**config.mk**
```make
export PLATFORM = sky130hd
export DESIGN_NAME = pipeline_trace_buffer
export DESIGN_NICKNAME = d
export VERILOG_FILES = /design/src/rtl/pipeline_trace_buffer.sv
export SDC_FILE = /design/constraint.sdc
export NUM_CORES = 1
export LEC_CHECK = 0
export ABC_CLOCK_PERIOD_IN_PS = 8400
export CAP_MARGIN = 15
export CORE_UTILIZATION = 28
export DETAILED_ROUTE_END_ITERATION = 7
export REMOVE_ABC_BUFFERS = 1
export SKIP_CTS_REPAIR_TIMING = 1
export SLEW_MARGIN = 10
export SYNTH_ARGS = -nofsm -noshare
export SYNTH_HDL_FRONTEND = slang
export SYNTH_SLANG_ARGS = --single-unit
```
**constraint.sdc**
```tcl
create_clock -name Clock -period 8.4 [get_ports Clock]
set_input_delay 1.68 -clock Clock [delete_from_list [all_inputs] [get_ports Clock]]
set_output_delay 1.68 -clock Clock [all_outputs]
set_load 0.02 [all_outputs]
```
**src/rtl/pipeline_trace_buffer.sv**
```systemverilog
// Trace capture for the 5-stage CPU: circular buffer of {PC, selected bus} that
// freezes POST samples after a PC-match trigger and exposes a registered read port.
module pipeline_trace_buffer #(
  parameter int DEPTH = 16,
  parameter int AW    = 4,
  parameter int POST  = 4
) (
  input  logic          Clock,
  input  logic          Resetn,
  input  logic          arm,
  input  logic          abort,
  input  logic [31:0]   trig_pc,
  input  logic [2:0]    sel,
  input  logic [31:0]   PC,
  input  logic [31:0]   IF_Inst,
  input  logic [31:0]   ID_Inst,
  input  logic [31:0]   EXE_Alu,
  input  logic [31:0]   MEM_Alu,
  input  logic [31:0]   WB_Alu,
  output logic [1:0]    state,
  output logic          done,
  output logic [AW:0]   count,
  output logic [AW-1:0] trig_pos,
  input  logic [AW-1:0] rd_addr,
  output logic [31:0]   rd_pc,
  output logic [31:0]   rd_data
);

  typedef enum logic [1:0] {
    S_IDLE      = 2'b00,
    S_ARMED     = 2'b01,
    S_TRIGGERED = 2'b10,
    S_DONE      = 2'b11
  } state_t;

  localparam logic [AW:0]   DEPTH_C = (AW+1)'(DEPTH);
  localparam logic [AW:0]   POST_W  = (AW+1)'(POST);
  localparam logic [AW-1:0] POST_C  = AW'(POST);

  state_t          state_q, state_d;
  logic [AW-1:0]   wr_ptr_q, wr_ptr_d;
  logic [AW:0]     count_q, count_d;
  logic [AW-1:0]   post_cnt_q, post_cnt_d;
  logic [AW-1:0]   trig_pos_q, trig_pos_d;
  logic [31:0]     rd_pc_q, rd_pc_d;
  logic [31:0]     rd_data_q, rd_data_d;
  logic            wr_en, clear, load_tp;
  logic [31:0]     mux_data;
  logic [AW:0]     tp_full;
  logic [AW-1:0]   rd_phys;
  logic [63:0]     rd_entry;
  logic [63:0]     mem_q [DEPTH];

  always_comb begin
    mux_data = '0;
    case (sel)
      3'd0:    mux_data = IF_Inst;
      3'd1:    mux_data = ID_Inst;
      3'd2:    mux_data = EXE_Alu;
      3'd3:    mux_data = MEM_Alu;
      3'd4:    mux_data = WB_Alu;
      default: mux_data = '0;
    endcase
  end

  // abort wins over arm and suppresses the write of its own cycle.
  always_comb begin
    state_d    = state_q;
    post_cnt_d = post_cnt_q;
    wr_en      = 1'b0;
    clear      = 1'b0;
    load_tp    = 1'b0;
    if (abort) begin
      state_d = S_IDLE;
    end else begin
      case (state_q)
        S_IDLE: begin
          if (arm) begin
            state_d = S_ARMED;
            clear   = 1'b1;
          end
        end
        S_ARMED: begin
          wr_en = 1'b1;
          if (PC == trig_pc) begin
            if (POST == 0) begin
              state_d = S_DONE;
              load_tp = 1'b1;
            end else begin
              state_d    = S_TRIGGERED;
              post_cnt_d = POST_C;
            end
          end
        end
        S_TRIGGERED: begin
          wr_en      = 1'b1;
          post_cnt_d = post_cnt_q - AW'(1);
          if (post_cnt_q == AW'(1)) begin
            state_d = S_DONE;
            load_tp = 1'b1;
          end
        end
        S_DONE: begin
          if (arm) begin
            state_d = S_ARMED;
            clear   = 1'b1;
          end
        end
        default: state_d = S_IDLE;
      endcase
    end
  end

  always_comb begin
    wr_ptr_d = wr_ptr_q;
    count_d  = count_q;
    if (clear) begin
      wr_ptr_d = '0;
      count_d  = '0;
    end else if (wr_en) begin
      wr_ptr_d = wr_ptr_q + AW'(1);
      if (count_q != DEPTH_C) count_d = count_q + (AW+1)'(1);
    end
    // Uses the count including the sample written on the DONE edge.
    tp_full    = count_d - (AW+1)'(1) - POST_W;
    trig_pos_d = load_tp ? tp_full[AW-1:0] : trig_pos_q;
  end

  // Window start is wr_ptr - count; pre-edge pointers give old-entry read semantics.
  always_comb begin
    rd_phys   = wr_ptr_q - count_q[AW-1:0] + rd_addr;
    rd_entry  = mem_q[rd_phys];
    rd_pc_d   = '0;
    rd_data_d = '0;
    if ({1'b0, rd_addr} < count_q) begin
      rd_pc_d   = rd_entry[63:32];
      rd_data_d = rd_entry[31:0];
    end
  end

  always_ff @(posedge Clock or negedge Resetn) begin
    if (!Resetn) begin
      state_q    <= S_IDLE;
      wr_ptr_q   <= '0;
      count_q    <= '0;
      post_cnt_q <= '0;
      trig_pos_q <= '0;
      rd_pc_q    <= '0;
      rd_data_q  <= '0;
    end else begin
      state_q    <= state_d;
      wr_ptr_q   <= wr_ptr_d;
      count_q    <= count_d;
      post_cnt_q <= post_cnt_d;
      trig_pos_q <= trig_pos_d;
      rd_pc_q    <= rd_pc_d;
      rd_data_q  <= rd_data_d;
    end
  end

  always_ff @(posedge Clock) begin
    if (wr_en) mem_q[wr_ptr_q] <= {PC, mux_data};
  end

  assign state    = state_q;
  assign done     = (state_q == S_DONE);
  assign count    = count_q;
  assign trig_pos = trig_pos_q;
  assign rd_pc    = rd_pc_q;
  assign rd_data  = rd_data_q;

endmodule

```
**After elaboration in Yosys (flattened, before gate mapping)**

Memories as Yosys holds them, arrays and structs flattened.
Cells that the tools add are included.

- Memories kept: 1
- Logic and storage cells: 64
- Output and inout port bits: 76
- Memory bits (writable): 1024
- Register bits after elaboration: 83

Memory list:

| name | depth | bits a word | read ports | clocked after Yosys merged registers in | wr ports | line | text |
|---|---|---|---|---|---|---|---|
| mem_q | 16 | 64 | 1 | 0 | 1 | 52 | `logic [63:0] mem_q [DEPTH];` |

- Eq/ne operators: 14
- Reductions and logical operators: 8
- Add/subtract/negate cells: 7
- Bitwise operators: 1
- Multiplexer cells: 25
- $lt $le $gt $ge: 1

Operators by type and width:

| kind | count |
|---|---|
| $pmux W32 S5 | 1 |
| $mux W32 | 2 |
| $eq A32 B32 Y1 | 1 |
| $mux W5 | 3 |
| $mux W4 | 3 |
| $mux W1 | 10 |
| $mux W2 | 4 |
| $pmux W4 S2 | 1 |
| $sub A4 B1 Y4 const B | 2 |
| $eq A3 B2 Y1 const B | 2 |
| $ne A3 B3 Y1 const B | 2 |
| $pmux W2 S3 | 1 |
| $reduce_and A3 Y1 | 2 |
| $add A5 B1 Y5 const B | 1 |
| $lt A4 B5 Y1 | 1 |
| $ne A5 B5 Y1 const B | 1 |
| $add A4 B1 Y4 const B | 1 |
| $add A4 B4 Y4 | 1 |
| $eq A2 B2 Y1 const B | 2 |
| $eq A4 B1 Y1 const B | 1 |
| $reduce_bool A2 Y1 | 2 |
| $reduce_or A2 Y1 | 2 |
| $sub A4 B3 Y4 const B | 1 |
| $sub A4 B4 Y4 | 1 |
| other kinds (8) | 8 |

**Depth between registers and ports, before layout**

Gate-level depths: netlist of run 1.

- Depth in word-level cells: 8
- Mapped depth: 11

**Worst setup path before layout of run 1**

No wires, ideal clock.

- Path kind: input port to flip-flop
- From: input port abort
- To: memory mem_q[0][0], enable pin
- Stages on the path: 5
- Arrival time: 4.067 ns
- Path buffers: 2
- Setup slack: 3.905 ns
- Path through: clkbuf_1 or2_2 clkbuf_1 nor3_1 and2_1

- Word-level cells in the longest chain between the ends: 3

RTL lines:

| what | line | text |
|---|---|---|
| from (decl) | 11 | `input logic abort,` |
| $mux W1 | 73 | `if (abort) begin` |
| $mux W1 | 162 | `if (wr_en) mem_q[wr_ptr_q] <= {PC, mux_data};` |
| $mux W1 (implied by the code) | 162 |  |
| to (decl) | 52 |  |

No other way between the ends.

**Worst setup path in the final report of run 1**

- From: input port rd_addr[1]
- To: register rd_pc_q[29], in the netlist rd_pc[29]

- Word-level cells in the longest chain between the ends: 3
- Elaborated cells on any way between the ends: 4
- Classes of those cells: 1 x add/sub; 1 x order compare; 1 x mux; 1 x memory

RTL lines:

| what | line | text |
|---|---|---|
| from (decl) | 24 | `input logic [AW-1:0] rd_addr,` |
| $add A4 B4 Y4 | 131 | `rd_phys = wr_ptr_q - count_q[AW-1:0] + rd_addr;` |
| $mem_v2 Z16 W64 | n/a |  |
| $mux W32 (*) | 135 | `if ({1'b0, rd_addr} < count_q) begin` |
| via rd_pc_d[29] | 45 | `logic [31:0] rd_pc_q, rd_pc_d;` |
| to (signal assigned) | 156 | `rd_pc_q <= rd_pc_d;` |
| to (decl) | 45 |  |

Mark *: on every way through the listed nets, which the timed path passes. The rest lies on a longest branch.
A chain may end at the register's enable or synchronous reset.

==> impl_metrics.json, run 1 <==
{
  "drt-initial-drc-count": 1877,
  "start_util_pct": 28.2,
  "rrSetupSlack_ns": 4.50,
  "cp_common_cell": "inv_1",
  "ys_types": 47,
  "cts_sinks": 1107,
  "fin_util_pct": 34.3,
  "grt_pass1_wl_um": 162000,
  "avgRoutedWirePerCell_um": 25.2,
  "async_reset_ff_share_pct": 7.50,
  "clock_skew_ns": 0.0619,
  "drive_gt1_share_pct": 22.7,
  "htreeDepth": 3,
  "cts_tree": "done",
  "max_stage_delay_ns": 1.41,
  "grt_remaining_overflow": 0,
  "critical_path.top_delay_family": "adder cells",
  "layout_worst_path_cycle_share_pct": 58.5,
  "grt_pass1_vias": 22600,
  "via_per_inst": 4.75,
  "startpoint_type": "primary input",
  "tns_ns": 0,
  "die-area_um2": 156000,
  "path_buf_inv": 4,
  "drtPass1Iterations": 5,
  "num_io_pins": 311,
  "synth_enable_flop_cells": 1024,
  "fmax_mhz": 203,
  "vias": 21400,
  "die_h_um": 395,
  "numPortBuffers": 310,
  "yosys_warnings": 0,
  "drt_drc_violations_left": 0,
  "rsz0062_at_grt": "no",
  "dpl.hpwl_um": 62600,
  "clockBufferDepth": 3,
  "syn_area_um2": 43400,
  "cp-end-kind": "register",
  "gp_congestion": 0.702,
  "yosysSeqAreaShare_pct": 75.7,
  "drt_wl_total_um": 114000,
  "clock_latency_ns": 0.73,
  "synth_ff_type": "edfxtp_1",
  "dieWidth_um": 395,
  "core-area_um2": 154000,
  "track_usage_pct": 14.3,
  "outcome": "finished clean",
  "nets": 2622,
  "hold-worst-slack_ns": 0.495,
  "cts.clk_slew.worst_paths_ns": 0.07,
  "irDropWorstVdd_mv": 0.687,
  "max_slew_margin_pct": 28.2,
  "finalHoldViolCount": 0,
  "hold_class": "register to register",
  "period_minus_slack_ns": 4.92,
  "leakagePower_uw": 0.0171,
  "cts_root_buffer": "clkbuf_16",
  "synth_area_per_cell_um2": 21.7,
  "row_count": 144,
  "setup_viol": 0,
  "worstPathRequired_ns": 8.91,
  "p_per_area_nw_per_um2": 390,
  "maxCapViolations": 0,
  "ant_nets": 0,
  "grt_antenna_before_repair": 1,
  "worstSetupPathType": "primary input to register",
  "arrival_ns": 5.43,
  "cts_buffers": 110,
  "grt_max_degree": 73,
  "cp_max_fo": 51,
  "crit_chain": "clkdlybuf4s50_1 -> inv_1 -> fa_1 -> inv_1 -> fa_4 -> buf_12 -> mux4_2 -> mux2i_1 -> o22ai_1",
  "syn2layout_area_growth_pct": 21.9,
  "slew_violations": 0,
  "slowest_stage": "fa_4",
  "yosys_register_bits": 1107,
  "worst_pin_slew_ns": 1.08,
  "synthCells": 1996
}
[metrics by stage]
| stage | total power [uW] | worst slack, ns | cells | cell area (um2) |
|---|---|---|---|---|
| floorplan | 12400 | -4.16 | 1882 | 42700 |
| global placement | 15700 | 2.74 | 4288 | 49000 |
| detailed placement | 15800 | 2.72 | 4292 | 49000 |
| CTS | 20900 | 3.48 | 4501 | 52800 |
| global route | 21600 | 3.37 | 4506 | 52800 |
| finish | 20600 | 3.48 | 4509 | 52800 |
[path summary, 6_finish.rpt]
path,start,endpoint,depth (start not counted)
max,rd_addr[1],rd_pc[29]$_DFF_PN0_,9
min,trig_pos[0]$_DFFE_PN0P_,trig_pos[0]$_DFFE_PN0P_,2
max reg2reg,count[0]$_DFF_PN0_,rd_pc[29]$_DFF_PN0_,8
min reg2reg,trig_pos[0]$_DFFE_PN0P_,trig_pos[0]$_DFFE_PN0P_,2
max in group asynchronous,Resetn,rd_pc[4]$_DFF_PN0_,2
min in group asynchronous,Resetn,rd_data[20]$_DFF_PN0_,1
[state kept, by name (all words and copies together), names as in the netlist]
register / cells
count: 5
mem_q: 1024
post_cnt_q: 4
rd_data: 32
rd_pc: 32
state: 2
trig_pos: 4
wr_ptr_q: 4
[cell families after synthesis]
group / synth area share, %
AND/OR/NAND/NOR: 1.02
adder cells (fa/ha/maj): 0.687
AO/OA/AOI/OAI: 2.98
multiplexers: 17.2
flip-flops: 75.7
buffers and inverters: 1.66
XOR/XNOR: 0.785
[placed cells by master (no fill, tap or decap), types with 10 or more instances in the layout]
cell type	netlist	final
a22oi_1	62	62
and2_4	0	16
buf_4	2	52
bufinv_16	0	12
clkbuf_1	54	23
clkbuf_16	0	110
clkbuf_8	0	12
clkdlybuf4s50_1	0	306
clkinv_1	0	13
clkinv_2	0	21
dfrtp_1	83	83
edfxtp_1	1024	1024
ha_1	19	18
inv_1	22	22
mux2_2	31	31
mux2i_1	132	132
mux4_2	256	256
nand2_1	14	14
nor2_1	12	10
o21ai_0	14	14
o22ai_1	96	93
xnor2_1	35	35
[synthesized netlist by cell type, types with 9 or more instances]
cell type / n / area share (%)
ha_1: 19 / 0.55
inv_1: 22 / 0.19
nor2_1: 12 / 0.10
nand2_1: 14 / 0.12
edfxtp_1: 1024 / 71
buf_6: 21 / 0.55
mux2_2: 31 / 0.81
nand4_1: 9 / 0.13
a22oi_1: 62 / 1.1
dfrtp_1: 83 / 4.8
clkbuf_1: 54 / 0.47
xnor2_1: 35 / 0.71
mux4_2: 256 / 13
and2_1: 16 / 0.23
o22ai_1: 96 / 1.4
buf_2: 36 / 0.42
o21ai_0: 14 / 0.16
mux2i_1: 132 / 3.0
[power breakdown]
part	total, uW	internal, uW	switching, uW
clock network	5060	2910	2150
logic	8870	4260	4610
registers	6660	6480	172
[worst reg2reg max path, cell delays in order (launching register included)]
cell and delay, ns:
dfrtp_1 0.51, ha_1 0.34, inv_1 0.06, ha_4 0.16, fa_4 1.48, buf_12 0.41
mux4_2 0.38, mux2i_1 0.21, o22ai_1 0.16
[layer usage]
metal  track usage [%]  part of all wire [%]  up-vias
li1                  -                     -     9125
met1              20.0                    45    11600
met2              23.0                    47      609
met3              3.24                   6.1      124
met4              2.77                   1.7        2
met5                 0                 0.011        -
[cell type report]
class / instances / area [um2]
fill: 14500 / 101000
timing repair buffer: 371 / 3660
inverter: 22 / 82.6
clock buffer: 145 / 3000
multi-input combinational: 753 / 9940
tap: 2044 / 2560
clock inverter: 64 / 754
antenna: 3 / 7.51
sequential: 1107 / 32800
Power figures use the tool's default switching activity.
==> inputs of run 2 (changes only) <==
--- a/config.mk
+++ b/config.mk
@@ -5,7 +5,7 @@
 export SDC_FILE = /design/constraint.sdc
 export NUM_CORES = 1
 export LEC_CHECK = 0
-export ABC_CLOCK_PERIOD_IN_PS = 8400
+export ABC_CLOCK_PERIOD_IN_PS = 4210
 export CAP_MARGIN = 15
 export CORE_UTILIZATION = 28
 export DETAILED_ROUTE_END_ITERATION = 7
==> constraint.sdc (replaced) <==
create_clock -name Clock -period 4.21 [get_ports Clock]
set_input_delay 0.842 -clock Clock [delete_from_list [all_inputs] [get_ports Clock]]
set_output_delay 0.842 -clock Clock [all_outputs]
set_load 0.02 [all_outputs]
==> run 2 against run 1 <==
  * Critical path depth increased by 2
  * Flip-flop and latch count unchanged
  * Sequential power increased by 100%
  * First-iteration DRC count increased by 14%
  * Register-to-register slack got worse by 3.5 ns
  * Wire length decreased by 0.32%
  * Final area increased by 2.9%
  * Global-route usage about the same
  * Clock power increased by 94%
  * Setup slack got worse by 2.7 ns
==> impl_metrics.json, run 2 (synthesis gave the netlist of run 1 again) <==
{
  "seq_power_share_pct": 31.3,
  "maxCapViolations": 0,
  "cts_root_buffer": "clkbuf_16",
  "max_slew_margin_pct": 32.5,
  "grt_max_degree": 68,
  "layout_worst_path_cycle_share_pct": 82.5,
  "num_io_pins": 311,
  "dpl.hpwl_um": 70400,
  "switchingPower_uw": 13800,
  "vias": 21700,
  "clock_latency_ns": 0.67,
  "leakagePower_uw": 0.0179,
  "clockBufferDepth": 3,
  "rrSetupSlack_ns": 1.00,
  "clkPwrFrac_pct": 23.2,
  "drt-initial-drc-count": 2143,
  "cts_buffers": 107,
  "cp-end-kind": "register",
  "fillCellCount": 14200,
  "row_count": 144,
  "p_per_area_nw_per_um2": 779,
  "swShare_pct": 32.6,
  "start_util_pct": 28.2,
  "syn2layout_area_growth_pct": 25.4,
  "dieWidth_um": 395,
  "place_area_um2": 50700,
  "period_minus_slack_ns": 3.47,
  "worstPathRequired_ns": 4.75,
  "top_register": "mem_q",
  "htreeDepth": 3,
  "worst_pin_slew_ns": 1.01,
  "n_antenna_cell": 0,
  "r2r_start": "count[0]$_DFF_PN0_",
  "ant_nets": 0,
  "reg2reg_depth": 10,
  "avgRoutedWirePerCell_um": 24.5,
  "final_cell_mix": "edfxtp_1, clkdlybuf4s50_1, mux4_2, mux2i_1, buf_4",
  "cts_sinks": 1107,
  "final_common_cell": "edfxtp_1",
  "nets": 2741,
  "startpoint_type": "primary input",
  "drive_gt1_share_pct": 26.4,
  "die-area_um2": 156000,
  "numPortBuffers": 310,
  "cp_max_fo": 19,
  "drt_drc_violations_left": 0,
  "grt_antenna_before_repair": 4,
  "largest_reg_flops": 1024,
  "cts_tree": "done",
  "via_per_inst": 4.70,
  "drtPass1Iterations": 5,
  "worstSetupPathType": "primary input to register",
  "drt_wl_total_um": 113000,
  "die_h_um": 395,
  "fin_area_um2": 54400,
  "core-area_um2": 154000,
  "fmax_mhz": 288,
  "finalHoldViolCount": 0,
  "setup_viol": 0,
  "irDropWorstVdd_mv": 0.865,
  "grt_pass1_vias": 22800,
  "grt_pass1_wl_um": 162000,
  "p_int_uw": 28500,
  "slew_violations": 0,
  "rsz0062_at_grt": "no",
  "clock_skew_ns": 0.0161,
  "tns_ns": 0,
  "gp_congestion": 0.735,
  "outcome": "finished clean",
  "p_comb_share_pct": 45.5,
  "hold_class": "primary input to async pin",
  "grt_remaining_overflow": 0,
  "timing.rr.end": "rd_data[6]$_DFF_PN0_",
  "track_usage_pct": 14.3,
  "arrival_ns": 4.02,
  "hold-worst-slack_ns": 0.314,
  "cts.clk_slew.worst_paths_ns": 0.06
}
-- run 2: changes by cell type in the layout (fill, tap and decap cells not counted), moves of 3 or more --
cell and change:
clkinv_16 -3, o22ai_2 -3, bufinv_16 -3, clkinv_1 -11, buf_4 +65, clkbuf_8 +9
buf_12 +58, diode_2 -3, o22ai_1 +3, clkinv_4 +3
-- run 2: layout make-up --
cell class,instances,area (um2),area share (%)
Inverter,22,82.6,0.152
Sequential cell,1107,32800,60.4
Tap cell,2044,2560,4.71
Multi-Input combinational cell,753,9920,18.3
Timing Repair Buffer,493,5300,9.76
Clock inverter,49,552,1.02
Clock buffer,154,3110,5.72
-- run 2: routing by layer --
metal  wire length (um)  share of wire (%)  track usage (%)
met4               1540                1.4             2.36
met5                  0                  0                0
met3               6510                5.7             2.58
met1              51300                 45             20.4
met2              53900                 48             23.0
-- run 2: power by group through the flow --
stage	Sequential, uW	Clock [uW]	Combinational, uW
finish	13300	9820	19300
global route	13400	10400	20600
CTS	13300	10000	19600
detailed placement	13500	0	19600
global placement	13500	0	19500
floorplan	13600	0	6300
-- run 2: through the flow --
step	util (%)	worst slack [ns]	instances	total power [uW]
floorplan	-	-7.51	1882	19900
global placement	32.9	0.0332	4419	33000
detailed placement	32.9	0.0394	4419	33100
CTS	35.3	0.770	4622	42900
global route	35.3	0.684	4622	44400
finish	35.3	0.736	4622	42400
-- run 2: how the worst max path moves through the flow --
stage	from	endpoint	slack (ns)	depth (start not counted)
final	rd_addr[1]	rd_data[6]$_DFF_PN0_	0.74	11
after detailed placement	rd_addr[1]	rd_data[6]$_DFF_PN0_	0.04	11
after global routing	rd_addr[1]	rd_data[27]$_DFF_PN0_	0.68	11
after CTS	rd_addr[1]	rd_data[6]$_DFF_PN0_	0.77	11
after global placement	rd_addr[1]	rd_data[6]$_DFF_PN0_	0.03	11
after floorplan	rd_addr[0]	rd_pc[30]$_DFF_PN0_	-7.51	4
-- run 2: critical path, stage by stage --
cell             delay (ns)
clkdlybuf4s50_1        0.55
inv_1                  0.10
fa_1                   0.51
inv_1                  0.07
fa_4                   0.80
buf_12                 0.20
buf_12                 0.21
buf_4                  0.17
mux4_2                 0.29
mux2i_1                0.17
o22ai_1                0.09
